`src/rtl/spi_arb_pkg.sv`:
```
// Shared types and defaults for the SPI request arbiter.
// The FSM state encoding is shared with anything that needs to decode the arbiter phase.
package spi_arb_pkg;

    localparam int unsigned DEF_DATA_W  = 12;
    localparam int unsigned DEF_TIMEOUT = 1023;

    typedef enum logic [1:0] {
        ARB_IDLE,
        ARB_LAUNCH,
        ARB_ACTIVE,
        ARB_DONE
    } arb_state_t;

endpackage

```
`src/rtl/rr_pick.sv`:
```
// Combinational round-robin picker.
// Returns the first valid index at or above ptr, wrapping past NUM_REQ-1 back to 0.
module rr_pick #(
    parameter int unsigned NUM_REQ = 4,
    parameter int unsigned IDX_W   = $clog2(NUM_REQ)
) (
    input  logic [NUM_REQ-1:0] valid,
    input  logic [IDX_W-1:0]   ptr,
    output logic               any_valid,
    output logic [IDX_W-1:0]   grant
);

    logic [IDX_W-1:0] idx;

    always_comb begin
        any_valid = 1'b0;
        grant     = '0;
        idx       = '0;
        for (int unsigned i = 0; i < NUM_REQ; i++) begin
            idx = IDX_W'((32'(ptr) + i) % NUM_REQ);
            if (!any_valid && valid[idx]) begin
                any_valid = 1'b1;
                grant     = idx;
            end
        end
    end

endmodule

```
`src/rtl/spi_req_arbiter.sv`:
```
// Round-robin arbiter that shares one spi_master between NUM_REQ requesters.
// It launches one frame at a time and brackets it using the master's chip select.
module spi_req_arbiter
    import spi_arb_pkg::*;
#(
    parameter int unsigned NUM_REQ = 4,
    parameter int unsigned DATA_W  = DEF_DATA_W,
    parameter int unsigned TIMEOUT = DEF_TIMEOUT
) (
    input  logic                        clk,
    input  logic                        rst,
    input  logic [NUM_REQ-1:0]          req_valid,
    input  logic [NUM_REQ*DATA_W-1:0]   req_data,
    output logic [NUM_REQ-1:0]          req_ready,
    input  logic                        spi_cs,
    output logic                        newd,
    output logic [DATA_W-1:0]           din,
    output logic                        busy,
    output logic [$clog2(NUM_REQ)-1:0]  grant_id,
    output logic                        xfer_done,
    output logic                        timeout_err
);

    localparam int unsigned IDX_W = $clog2(NUM_REQ);
    localparam int unsigned CNT_W = $clog2(TIMEOUT + 1);
    localparam logic [CNT_W-1:0] CNT_MAX  = CNT_W'(TIMEOUT);
    localparam logic [IDX_W-1:0] LAST_IDX = IDX_W'(NUM_REQ - 1);

    arb_state_t       state_q;
    logic             cs_q;
    logic [IDX_W-1:0] rr_ptr_q;
    logic [CNT_W-1:0] cnt_q;
    logic [CNT_W-1:0] cnt_inc;
    logic             cnt_hit;
    logic             any_valid;
    logic [IDX_W-1:0] pick;

    rr_pick #(
        .NUM_REQ (NUM_REQ),
        .IDX_W   (IDX_W)
    ) u_rr_pick (
        .valid     (req_valid),
        .ptr       (rr_ptr_q),
        .any_valid (any_valid),
        .grant     (pick)
    );

    // Timeout fires on the edge where the phase counter would reach TIMEOUT.
    assign cnt_inc = cnt_q + CNT_W'(1);
    assign cnt_hit = (cnt_inc == CNT_MAX);

    always_ff @(posedge clk or posedge rst) begin
        if (rst) begin
            state_q     <= ARB_IDLE;
            cs_q        <= 1'b1;
            rr_ptr_q    <= '0;
            cnt_q       <= '0;
            req_ready   <= '0;
            newd        <= 1'b0;
            din         <= '0;
            busy        <= 1'b0;
            grant_id    <= '0;
            xfer_done   <= 1'b0;
            timeout_err <= 1'b0;
        end else begin
            cs_q        <= spi_cs;
            req_ready   <= '0;
            xfer_done   <= 1'b0;
            timeout_err <= 1'b0;
            unique case (state_q)
                ARB_IDLE: begin
                    if (any_valid) begin
                        din       <= req_data[32'(pick) * DATA_W +: DATA_W];
                        grant_id  <= pick;
                        req_ready <= NUM_REQ'(1) << pick;
                        newd      <= 1'b1;
                        busy      <= 1'b1;
                        cnt_q     <= '0;
                        state_q   <= ARB_LAUNCH;
                    end
                end
                ARB_LAUNCH: begin
                    if (!cs_q) begin
                        newd    <= 1'b0;
                        cnt_q   <= '0;
                        state_q <= ARB_ACTIVE;
                    end else if (cnt_hit) begin
                        newd        <= 1'b0;
                        timeout_err <= 1'b1;
                        state_q     <= ARB_DONE;
                    end else begin
                        cnt_q <= cnt_inc;
                    end
                end
                ARB_ACTIVE: begin
                    if (cs_q) begin
                        xfer_done <= 1'b1;
                        state_q   <= ARB_DONE;
                    end else if (cnt_hit) begin
                        timeout_err <= 1'b1;
                        state_q     <= ARB_DONE;
                    end else begin
                        cnt_q <= cnt_inc;
                    end
                end
                ARB_DONE: begin
                    // Advance past the last grant even after a timeout so nobody starves.
                    rr_ptr_q <= (grant_id == LAST_IDX) ? '0 : grant_id + 1'b1;
                    busy     <= 1'b0;
                    state_q  <= ARB_IDLE;
                end
                default: state_q <= ARB_IDLE;
            endcase
        end
    end

endmodule
```
`config.mk`:
```
export PLATFORM = sky130hd
export DESIGN_NAME = spi_req_arbiter
export DESIGN_NICKNAME = d
export VERILOG_FILES = /design/src/rtl/spi_arb_pkg.sv /design/src/rtl/rr_pick.sv /design/src/rtl/spi_req_arbiter.sv
export SDC_FILE = /design/constraint.sdc
export NUM_CORES = 1
export LEC_CHECK = 0
export ABC_AREA = 1
export BUFFER_PORTS_ARGS = -buffer_cell sky130_fd_sc_hd__clkbuf_2
export CELL_PAD_IN_SITES_DETAIL_PLACEMENT = 1
export CELL_PAD_IN_SITES_GLOBAL_PLACEMENT = 1
export CORE_ASPECT_RATIO = 1.1
export CORE_MARGIN = 8
export CORE_UTILIZATION = 35
export CTS_CLUSTER_SIZE = 20
export DETAILED_ROUTE_END_ITERATION = 12
export PLACE_DENSITY = 0.82
export SYNTH_ARGS = -nofsm -noshare
export SYNTH_HDL_FRONTEND = slang
export SYNTH_HIERARCHICAL = 1
export SYNTH_SLANG_ARGS = --single-unit
export TNS_END_PERCENT = 50
```
`constraint.sdc`:
```
create_clock -name clk -period 4 [get_ports clk]
set_clock_uncertainty 0.2 [all_clocks]
set_input_delay 0.2 -clock clk [delete_from_list [all_inputs] [get_ports clk]]
set_output_delay 0.2 -clock clk [all_outputs]
set_load 0.03 [all_outputs]
```
==> results of run 1 <==
cells in the mapped netlist, types with 3 or more instances:
library cell	instances
a22oi_1	11
o22ai_1	5
nand2_2	13
o21ai_0	9
a31oi_1	4
a21oi_1	4
clkbuf_1	4
nand3_1	9
a41oi_1	3
nand2_4	3
dfrtp_1	36
nand4_1	7
nor2_1	26
inv_1	37
ha_1	7
nand2_1	125
nor2_2	4
nand3_2	4
cell type report:
class / count / area, µm²
fillers: 883 / 3531
well taps: 82 / 102.6
multi-input cells: 241 / 1215
flip-flops and latches: 37 / 927.1
inverters: 39 / 146.4
repair buffers: 86 / 478.0
clock inverters: 1 / 30.03
clock buffers: 7 / 86.33
flip-flops by register name (all words and copies together), names as in the netlist:
register / count
state_q: 2
grant_id: 2
din: 12
timeout_err: 1
cnt_q: 10
newd: 1
req_ready: 4
cs_q: 1
busy: 1
xfer_done: 1
rr_ptr_q: 2
worst register-to-register path, delay by kind of cell, from the launching register on:
| family | cells | cell delay [ns] |
|---|---|---|
| AO/OA/AOI/OAI | 1 | 0.26 |
| buffers and inverters | 3 | 0.87 |
| flip-flops | 1 | 0.64 |
| AND/OR/NAND/NOR | 9 | 1.60 |
stage by stage:
step / instances / utilization
3_3_place_gp: 476 / 0.4265
3_5_place_dp: 476 / 0.4265
6_report: 493 / 0.4581
2_1_floorplan: 324 / -
4_1_cts: 493 / 0.4581
5_1_grt: 493 / 0.4581
power by group:
part	switching, mW	total [mW]	internal [mW]
Sequential	0.103	0.604	0.501
Combinational	1.03	1.50	0.471
Clock	0.133	0.336	0.203
Total	1.26	2.44	1.18
logic make-up after synthesis:
kind of cell,after synthesis,synth area share
AND/OR/NAND/NOR,195,0.3772
buffers and inverters,46,0.07759
AO/OA/AOI/OAI,38,0.1045
flip-flops,37,0.3992
adder cells (fa/ha/maj),7,0.03771
XOR/XNOR,1,0.003772
metal layers:
| metal | vias to the layer above | wire, µm | global-route usage |
|---|---|---|---|
| li1 | 1201 | - | - |
| met3 | 18 | 279 | 0.03706 |
| met4 | 0 | 260 | 0.08181 |
| met2 | 51 | 3765 | 0.2877 |
| met1 | 1155 | 2926 | 0.1825 |
| met5 | - | 0 | 0 |
path summary, 6_finish.rpt:
kind                              start     end
setup / recovery            rr_ptr_q[0]  din[4]
hold / removal             req_data[29]  din[5]
setup reg to reg            rr_ptr_q[0]  din[4]
hold reg to reg                    newd    newd
max in group asynchronous           rst    cs_q
min in group asynchronous           rst  din[9]
what timing repair did:
item                                   in CTS  in global routing
endpoints found under the hold margin      42                  0
gates resized for setup                     0                  0
hold buffers                                9                  0
==> flow_metrics.py, run 1 <==
metrics = {
    "final_layout": {
        "final_area_mm2": 0.002985,
        "fin_nets": 472,
        "syn_to_final_growth_pct": 28.56,
        "final_common_cell": "nand2_1",
        "drive_gt1_frac": 0.2749,
        "n_antenna_cell": 0,
        "final_cell_mix": "nand2_1, clkbuf_2, inv_1",
    },
    "logic_synthesis": {
        "synth_area_per_cell_um2": 7.167,
        "synthesis.nets": 386,
        "syn_area_mm2": 0.002322,
        "synth-async-reset-ratio": 1.000,
        "ys_seq_area_frac": 0.3992,
        "yosysWarnings": 6,
        "ys_seq_elements": 37,
        "synth.area.top_cells": "dfrtp_1, nand2_1, inv_1",
        "synth_cell_types": 29,
        "synth.largest_area_cell": "dfrtp_1",
        "synth_edf_count": 0,
        "synth_cells": 324,
        "synth_ff_type": "dfrtp_1",
        "synth_top_area_frac": 0.3879,
    },
    "pwr": {
        "total_power_mw": 2.439,
        "irDropWorstVdd_uv": 432.6,
        "p_per_area_mw_per_mm2": 816.9,
        "p_leak_nw": 1.569,
    },
    "floorplanning": {
        "start_util": 0.3564,
        "die-area_mm2": 0.009500,
        "die_y_um": 101.4,
        "rows": 31,
        "chipWidth_um": 93.67,
        "ios": 77,
        "core_mm2": 0.006516,
    },
    "setup_path": {
        "critPathMaxStageDelay_ns": 0.72,
        "arrival_ns": 3.64,
        "path_cells": "inv_2 -> nand2_1 -> nand2_2 -> nand2_2 -> nand2_2 -> nor2_4 -> nand4_1 -> nand3_1 -> inv_1 -> nor2_1 -> nand2_1 -> a41oi_1 -> dlygate4sd3_1",
        "cp-start-kind": "register",
        "path_class": "register to register",
        "reg2reg_depth": 13,
        "rrSetupSlack_ns": 0.39,
        "cp_slowest_cell": "nor2_1",
        "crit_fanout": 12,
        "path_depth": 13,
        "cp_top_family": "simple AND/OR/NAND/NOR gates",
        "required_ns": 4.03,
        "worst-path-buf-inv": 3,
        "critPathMostFrequentCell": "nand2_2",
        "worstSetupEndpointType": "register",
    },
    "sta": {
        "period_share": 0.9020,
        "timing.setup.tns_ns": 0,
        "hold_viol": 0,
        "hold_slack_ns": 0.01075,
        "rsz0062_at_grt": "false",
        "worst_slack_ns": 0.3919,
        "max_freq_mhz": 277.2,
        "finalCriticalPeriod_ns": 3.608,
        "maxSlewViolCount": 0,
        "tightest_slew_ns": 0.9369,
        "relSlewSlack": 0.3731,
        "setup_viol": 0,
    },
    "routing": {
        "drt-wirelength-per-cell_um": 14.67,
        "via_count": 2425,
        "firstDrtPassIters": 4,
        "antenna_left": 0,
        "drc_errors": 0,
        "avgViaCountPerCell": 4.919,
        "drt_iter0_markers": 56,
        "routed_wl_mm": 7.231,
    },
    "clocking": {
        "h-tree-depth": 2,
        "clk_latency_ns": 0.29,
        "cts_buffers": 5,
        "cts_tree": "done",
        "clockBufferDepth": 2,
        "path_clk_slew_ns": 0.08,
        "post_cts_buffers": 0,
        "ctsRootBufferMaster": "clkbuf_8",
        "clock-sinks": 37,
    },
    "global_route": {
        "grtUsageTotal": 0.1642,
        "antenna_found_initial": 0,
        "overflow": 0,
        "grt_pass1_wl_mm": 12.43,
        "grt_pass1_vias": 2640,
        "grt_start_max_net_pins": 38,
    },
    "place": {
        "hpwlAfterDp_mm": 5.666,
        "port_buffers": 76,
        "postPlaceCellArea_mm2": 0.002779,
        "place.gp.congestion": 0.8520,
        "pre_cts_slack_ns": 0.9495,
    },
    "run_status": {
        "status": "finished clean",
    },
    "worst_hold_path": {
        "hp-class": "input pin to register",
        "whs_path_depth": 3,
    },
    "run": {
        "max-cap-violations": 0,
    },
}
Power figures use the tool's default switching activity.
==> run 2, diff against run 1 <==
- CORE_ASPECT_RATIO: 1.1 -> 0.5
- CORE_UTILIZATION: 35 -> 32
- HOLD_SLACK_MARGIN: unset -> 0.02
- PLACE_DENSITY: 0.82 -> 0.79
- clock period: 4 -> 3.05 ns (I/O delays scaled with it)
==> run 2 against run 1 <==
Compared with the run above:
- hold slack better by 0.015 ns
- wire length up 19%
- sequential power is 32% higher
- count of clock-buffer cells in the layout fell by 2
- critical path type unchanged
- critical endpoint is now din[8]
- largest power group unchanged
==> flow_metrics.py, run 2 (same netlist as run 1, synthesis figures left out) <==
metrics = {
    "pwr": {
        "p_per_area_mw_per_mm2": 1001,
        "total_power_mw": 3.370,
        "irDropWorstVdd_uv": 411.0,
        "p_leak_nw": 1.724,
    },
    "sta": {
        "worst_slack_ns": 0.4852,
        "finalCriticalPeriod_ns": 2.565,
        "tightest_slew_ns": 0.8988,
        "rsz0062_at_grt": "false",
        "hold_viol": 0,
        "setup_viol": 0,
        "maxSlewViolCount": 0,
        "relSlewSlack": 0.4001,
        "period_share": 0.8409,
        "max_freq_mhz": 389.9,
        "timing.setup.tns_ns": 0,
    },
    "setup_path": {
        "worstSetupEndpointType": "register",
        "required_ns": 3.06,
        "crit_fanout": 12,
        "cp_slowest_cell": "dfrtp_2",
        "reg2reg_depth": 13,
        "critPathMaxStageDelay_ns": 0.50,
        "path_cells": "inv_2 -> nand2_1 -> nand3_2 -> nand2_4 -> nor2_4 -> nand4_1 -> nand3_1 -> nand2_1 -> inv_1 -> nand2_1 -> nand4_1 -> nand2_1 -> nand2_1",
        "critPathMostFrequentCell": "nand2_1",
        "cp-start-kind": "register",
        "path_class": "register to register",
        "arrival_ns": 2.58,
    },
    "routing": {
        "drt_iter0_markers": 122,
        "dr_wl_met2_mm": 3.934,
        "wl_met3_um": 637,
        "antenna_left": 0,
        "avgViaCountPerCell": 4.808,
        "routed_wl_mm": 8.625,
        "drt-wirelength-per-cell_um": 15.88,
        "wl_met1_mm": 3.884,
        "firstDrtPassIters": 4,
        "highest_layer": "met4",
        "via_count": 2611,
        "drc_errors": 0,
    },
    "global_route": {
        "grt_start_max_net_pins": 24,
        "grt_pass1_wl_mm": 14.79,
        "overflow": 0,
        "grtUsageTotal": 0.1740,
        "grt_pass1_vias": 2994,
        "antenna_found_initial": 1,
    },
    "clocking": {
        "cts_buffers": 5,
        "clk_latency_ns": 0.28,
        "clockBufferDepth": 2,
        "clock-sinks": 37,
        "ctsRootBufferMaster": "clkbuf_16",
        "cts_tree": "done",
        "path_clk_slew_ns": 0.06,
        "h-tree-depth": 2,
    },
    "worst_hold_path": {
        "hp-class": "input pin to register",
        "whs_path_depth": 3,
    },
    "run": {
        "max-cap-violations": 0,
    },
    "final_layout": {
        "fin_nets": 506,
        "multi_input_area_mm2": 0.001217,
        "fill_cells": 915,
        "reg.largest.list": "din x12, cnt_q x10, req_ready x4",
        "final_cell_mix": "nand2_1, clkbuf_2, dlygate4sd3_1",
        "top_register": "din",
        "final_common_cell": "nand2_1",
        "drive_gt1_frac": 0.2719,
        "largest_reg_flops": 12,
        "final_area_mm2": 0.003366,
        "syn_to_final_growth_pct": 44.94,
        "seq_area_um2": 928.4,
    },
    "floorplanning": {
        "chipWidth_um": 136.5,
        "rows": 22,
        "die-area_mm2": 0.01040,
        "start_util": 0.3232,
        "die_y_um": 76.24,
        "core_mm2": 0.007184,
        "ios": 77,
    },
    "place": {
        "pre_cts_slack_ns": 0.1555,
        "place.gp.congestion": 0.7968,
        "postPlaceCellArea_mm2": 0.002834,
        "hpwlAfterDp_mm": 5.835,
        "port_buffers": 76,
    },
    "run_status": {
        "status": "finished clean",
    },
}
[run 2: critical path, delay by kind of cell (launching register included)]
family	cells	cell delay (ns)
flip-flops	1	0.50
AND/OR/NAND/NOR	11	1.30
buffers and inverters	2	0.51
[run 2: layout make-up]
cell class | instances | area share
multi-input combinational | 241 | 0.3617
sequential | 37 | 0.2758
timing repair buffer | 120 | 0.2394
inverter | 39 | 0.04349
clock buffer | 5 | 0.03717
tap | 96 | 0.03569
clock inverter | 3 | 0.005204
antenna | 2 | 0.001487
[run 2: metal layers]
metal	up-vias	global-route usage
li1	1279	-
met1	1239	0.2164
met2	78	0.2701
met3	15	0.06118
met4	0	0.06529
met5	-	0
[run 2: timing repair]
item                                    CTS  global route
resized for setup                         0             2
endpoints found under the hold margin    32             0
hold buffers                             38             0
endpoints found under the setup margin    0            12
setup buffers                             0             0
[run 2: final timing paths]
check	endpoint	slack, ns	startpoint
max in group asynchronous	rr_ptr_q[0]	1.59	rst
min	din[0]	0.03	req_data[24]
max	din[8]	0.49	rr_ptr_q[0]
max reg2reg	din[8]	0.49	rr_ptr_q[0]
min in group asynchronous	din[6]	0.40	rst
min reg2reg	newd	0.27	newd
[run 2: report_power, final]
part           switching, mW  leakage (nW)  internal, mW
logic                   1.42          1.19         0.653
registers              0.136         0.468         0.660
clock network          0.206        0.0696         0.300
[run 2: per-stage QoR]
| step | std cells | hold WS (ns) | util |
|---|---|---|---|
| after floorplan | 324 | -0.04302 | - |
| after global routing | 542 | 0.05071 | 0.4681 |
| after detailed placement | 495 | 0.04720 | 0.3945 |
| after global placement | 495 | 0.04319 | 0.3945 |
| final | 543 | 0.02610 | 0.4685 |
| after CTS | 541 | 0.02182 | 0.4673 |
==> run 3, diff against run 2 <==
- clock period: 3.05 -> 2.3 ns (I/O delays scaled with it)
==> run 3 against run 2 <==
Compared with the run above:
- the run now ends with negative setup slack left
- wire length grew 81%
- total power grew 94%
- combinational power grew 120%
- largest cell class unchanged
- highest routed layer unchanged
==> flow_metrics.py, run 3 (same netlist as run 1, synthesis figures left out) <==
metrics = {
    "run_status": {
        "status": "finished, violations left",
        "violations": "negative setup slack",
    },
    "sta": {
        "maxSlewViolCount": 0,
        "tightest_slew_ns": 0.5239,
        "period_share": 1.136,
        "hold_viol": 0,
        "rsz0062_at_grt": "true",
        "finalCriticalPeriod_ns": 2.613,
        "worst_slack_ns": -0.3126,
        "setup_viol": 27,
        "relSlewSlack": 0.6507,
        "hold_slack_ns": 0.3230,
        "max_freq_mhz": 382.8,
    },
    "pwr": {
        "p_per_area_mw_per_mm2": 1666,
        "irDropWorstVdd_uv": 602.7,
        "p_leak_nw": 1.949,
    },
    "clocking": {
        "clock-sinks": 37,
        "cts_buffers": 5,
        "h-tree-depth": 2,
        "clk_latency_ns": 0.30,
        "clockBufferDepth": 2,
        "cts_tree": "done",
        "path_clk_slew_ns": 0.08,
        "ctsRootBufferMaster": "clkbuf_16",
    },
    "setup_path": {
        "cp_top_family": "simple AND/OR/NAND/NOR gates",
        "worst-path-buf-inv": 3,
        "cp_slowest_cell": "dfrtp_2",
        "critPathMaxStageDelay_ns": 0.48,
        "required_ns": 2.33,
        "cp-start-kind": "register",
        "critPathMostFrequentCell": "nand2_4",
        "arrival_ns": 2.64,
        "worstSetupEndpointType": "register",
        "path_class": "register to register",
        "crit_fanout": 6,
        "path_cells": "inv_2 -> nand2_2 -> nand2_4 -> nand2_4 -> nand2_4 -> nor2_4 -> buf_4 -> nand3b_1 -> buf_4 -> nor2_4 -> nor3_4 -> nand2_2 -> nor2_2 -> nand3_1 -> nand2_1",
    },
    "routing": {
        "antenna_left": 0,
        "routed_wl_mm": 15.63,
        "firstDrtPassIters": 4,
        "drt_iter0_markers": 420,
        "drt-wirelength-per-cell_um": 26.95,
        "via_count": 3352,
        "drc_errors": 0,
        "avgViaCountPerCell": 5.779,
    },
    "floorplanning": {
        "ios": 77,
        "die_y_um": 76.24,
        "core_mm2": 0.007184,
        "rows": 22,
        "chipWidth_um": 136.5,
        "start_util": 0.3232,
        "die-area_mm2": 0.01040,
    },
    "global_route": {
        "grt_pass1_vias": 3378,
        "antenna_found_initial": 1,
        "grt_pass1_wl_mm": 19.13,
        "grt_start_max_net_pins": 38,
        "overflow": 0,
        "grtUsageTotal": 0.2340,
    },
    "run": {
        "max-cap-violations": 0,
    },
    "final_layout": {
        "top_register": "din",
        "fill_cells": 859,
        "reg.largest.list": "din x12, cnt_q x10, req_ready x4",
        "final_common_cell": "nand2_1",
        "drive_gt1_frac": 0.3789,
        "fin_nets": 544,
        "syn_to_final_growth_pct": 69.34,
        "final_cell_mix": "nand2_1, clkbuf_2, dlygate4sd3_1",
        "largest_reg_flops": 12,
        "final_core_util": 0.5474,
    },
    "place": {
        "port_buffers": 76,
        "place.gp.congestion": 0.7768,
        "hpwlAfterDp_mm": 5.923,
    },
    "worst_hold_path": {
        "hp-class": "input pin to asynchronous set/reset pin",
    },
}
-- run 3: cell types whose count changed in the layout (fill, tap and decap cells not counted), moves of 7 or more --
cell,delta
buf_4,+15
nand2_1,-12
dlygate4sd3_1,+12
inv_1,-7
nand2_4,+7
-- run 3: layout make-up --
| class | instances | area [µm²] | share of cell area |
|---|---|---|---|
| diodes | 1 | 2.502 | 0.0006363 |
| well taps | 96 | 120.1 | 0.03054 |
| clock inverters | 1 | 7.507 | 0.001909 |
| repair inverters | 1 | 7.507 | 0.001909 |
| clock buffers | 7 | 142.6 | 0.03627 |
| multi-input cells | 241 | 1389 | 0.3532 |
| inverters | 39 | 162.7 | 0.04136 |
| repair buffers | 157 | 1171 | 0.2978 |
| flip-flops and latches | 37 | 929.6 | 0.2364 |
-- run 3: final timing paths --
path,endpoint,cells after the start,slack [ns],from
setup reg to reg,cnt_q[2],15,-0.31,rr_ptr_q[1]
hold reg to reg,din[9],2,0.34,din[9]
setup / recovery,cnt_q[2],15,-0.31,rr_ptr_q[1]
max in group asynchronous,rr_ptr_q[0],4,1.18,rst
hold / removal,din[3],4,0.32,rst
min in group clk,din[9],2,0.34,din[9]
-- run 3: worst register-to-register path, cell delays in order (launching register included) --
cell	delay [ns]
dfrtp_2	0.48
inv_2	0.18
nand2_2	0.10
nand2_4	0.08
nand2_4	0.06
nand2_4	0.09
nor2_4	0.05
buf_4	0.13
nand3b_1	0.12
buf_4	0.16
nor2_4	0.05
nor3_4	0.19
nand2_2	0.16
nor2_2	0.28
nand3_1	0.12
nand2_1	0.08
-- run 3: what timing repair did --
action	CTS	global route
cloned	1	1
hold buffers	49	1
pin swaps	11	15
endpoints found under the hold margin	49	1
buffers inserted	5	8
endpoints found under the setup margin	16	25
resized for setup	21	47
-- run 3: through the flow --
| step | setup WS, ns | TNS (ns) | cells | instance area [µm²] | total power [mW] |
|---|---|---|---|---|---|
| after floorplan | 0.09631 | 0 | 324 | 2322 | 2.948 |
| after global placement | -0.1471 | -1.262 | 506 | 2942 | 3.893 |
| after detailed placement | -0.2303 | -2.276 | 506 | 2942 | 3.963 |
| after CTS | -0.05119 | -0.07953 | 569 | 3691 | 5.172 |
| after global routing | -0.5070 | -7.950 | 580 | 3933 | 6.692 |
| final | -0.3126 | -5.207 | 580 | 3933 | 6.551 |
-- run 3: where the power goes --
group | internal (mW) | switching [mW]
clock network | 0.435 | 0.355
registers | 0.876 | 0.246
logic | 1.64 | 3.00
total | 2.95 | 3.60
-- run 3: metal layers --
| layer | vias up | wire, µm | global-route usage |
|---|---|---|---|
| met5 | - | 0 | 0 |
| met4 | 0 | 1047 | 0.1099 |
| met3 | 92 | 1699 | 0.06842 |
| met2 | 284 | 7034 | 0.3839 |
| met1 | 1625 | 5848 | 0.2745 |
| li1 | 1351 | - | - |
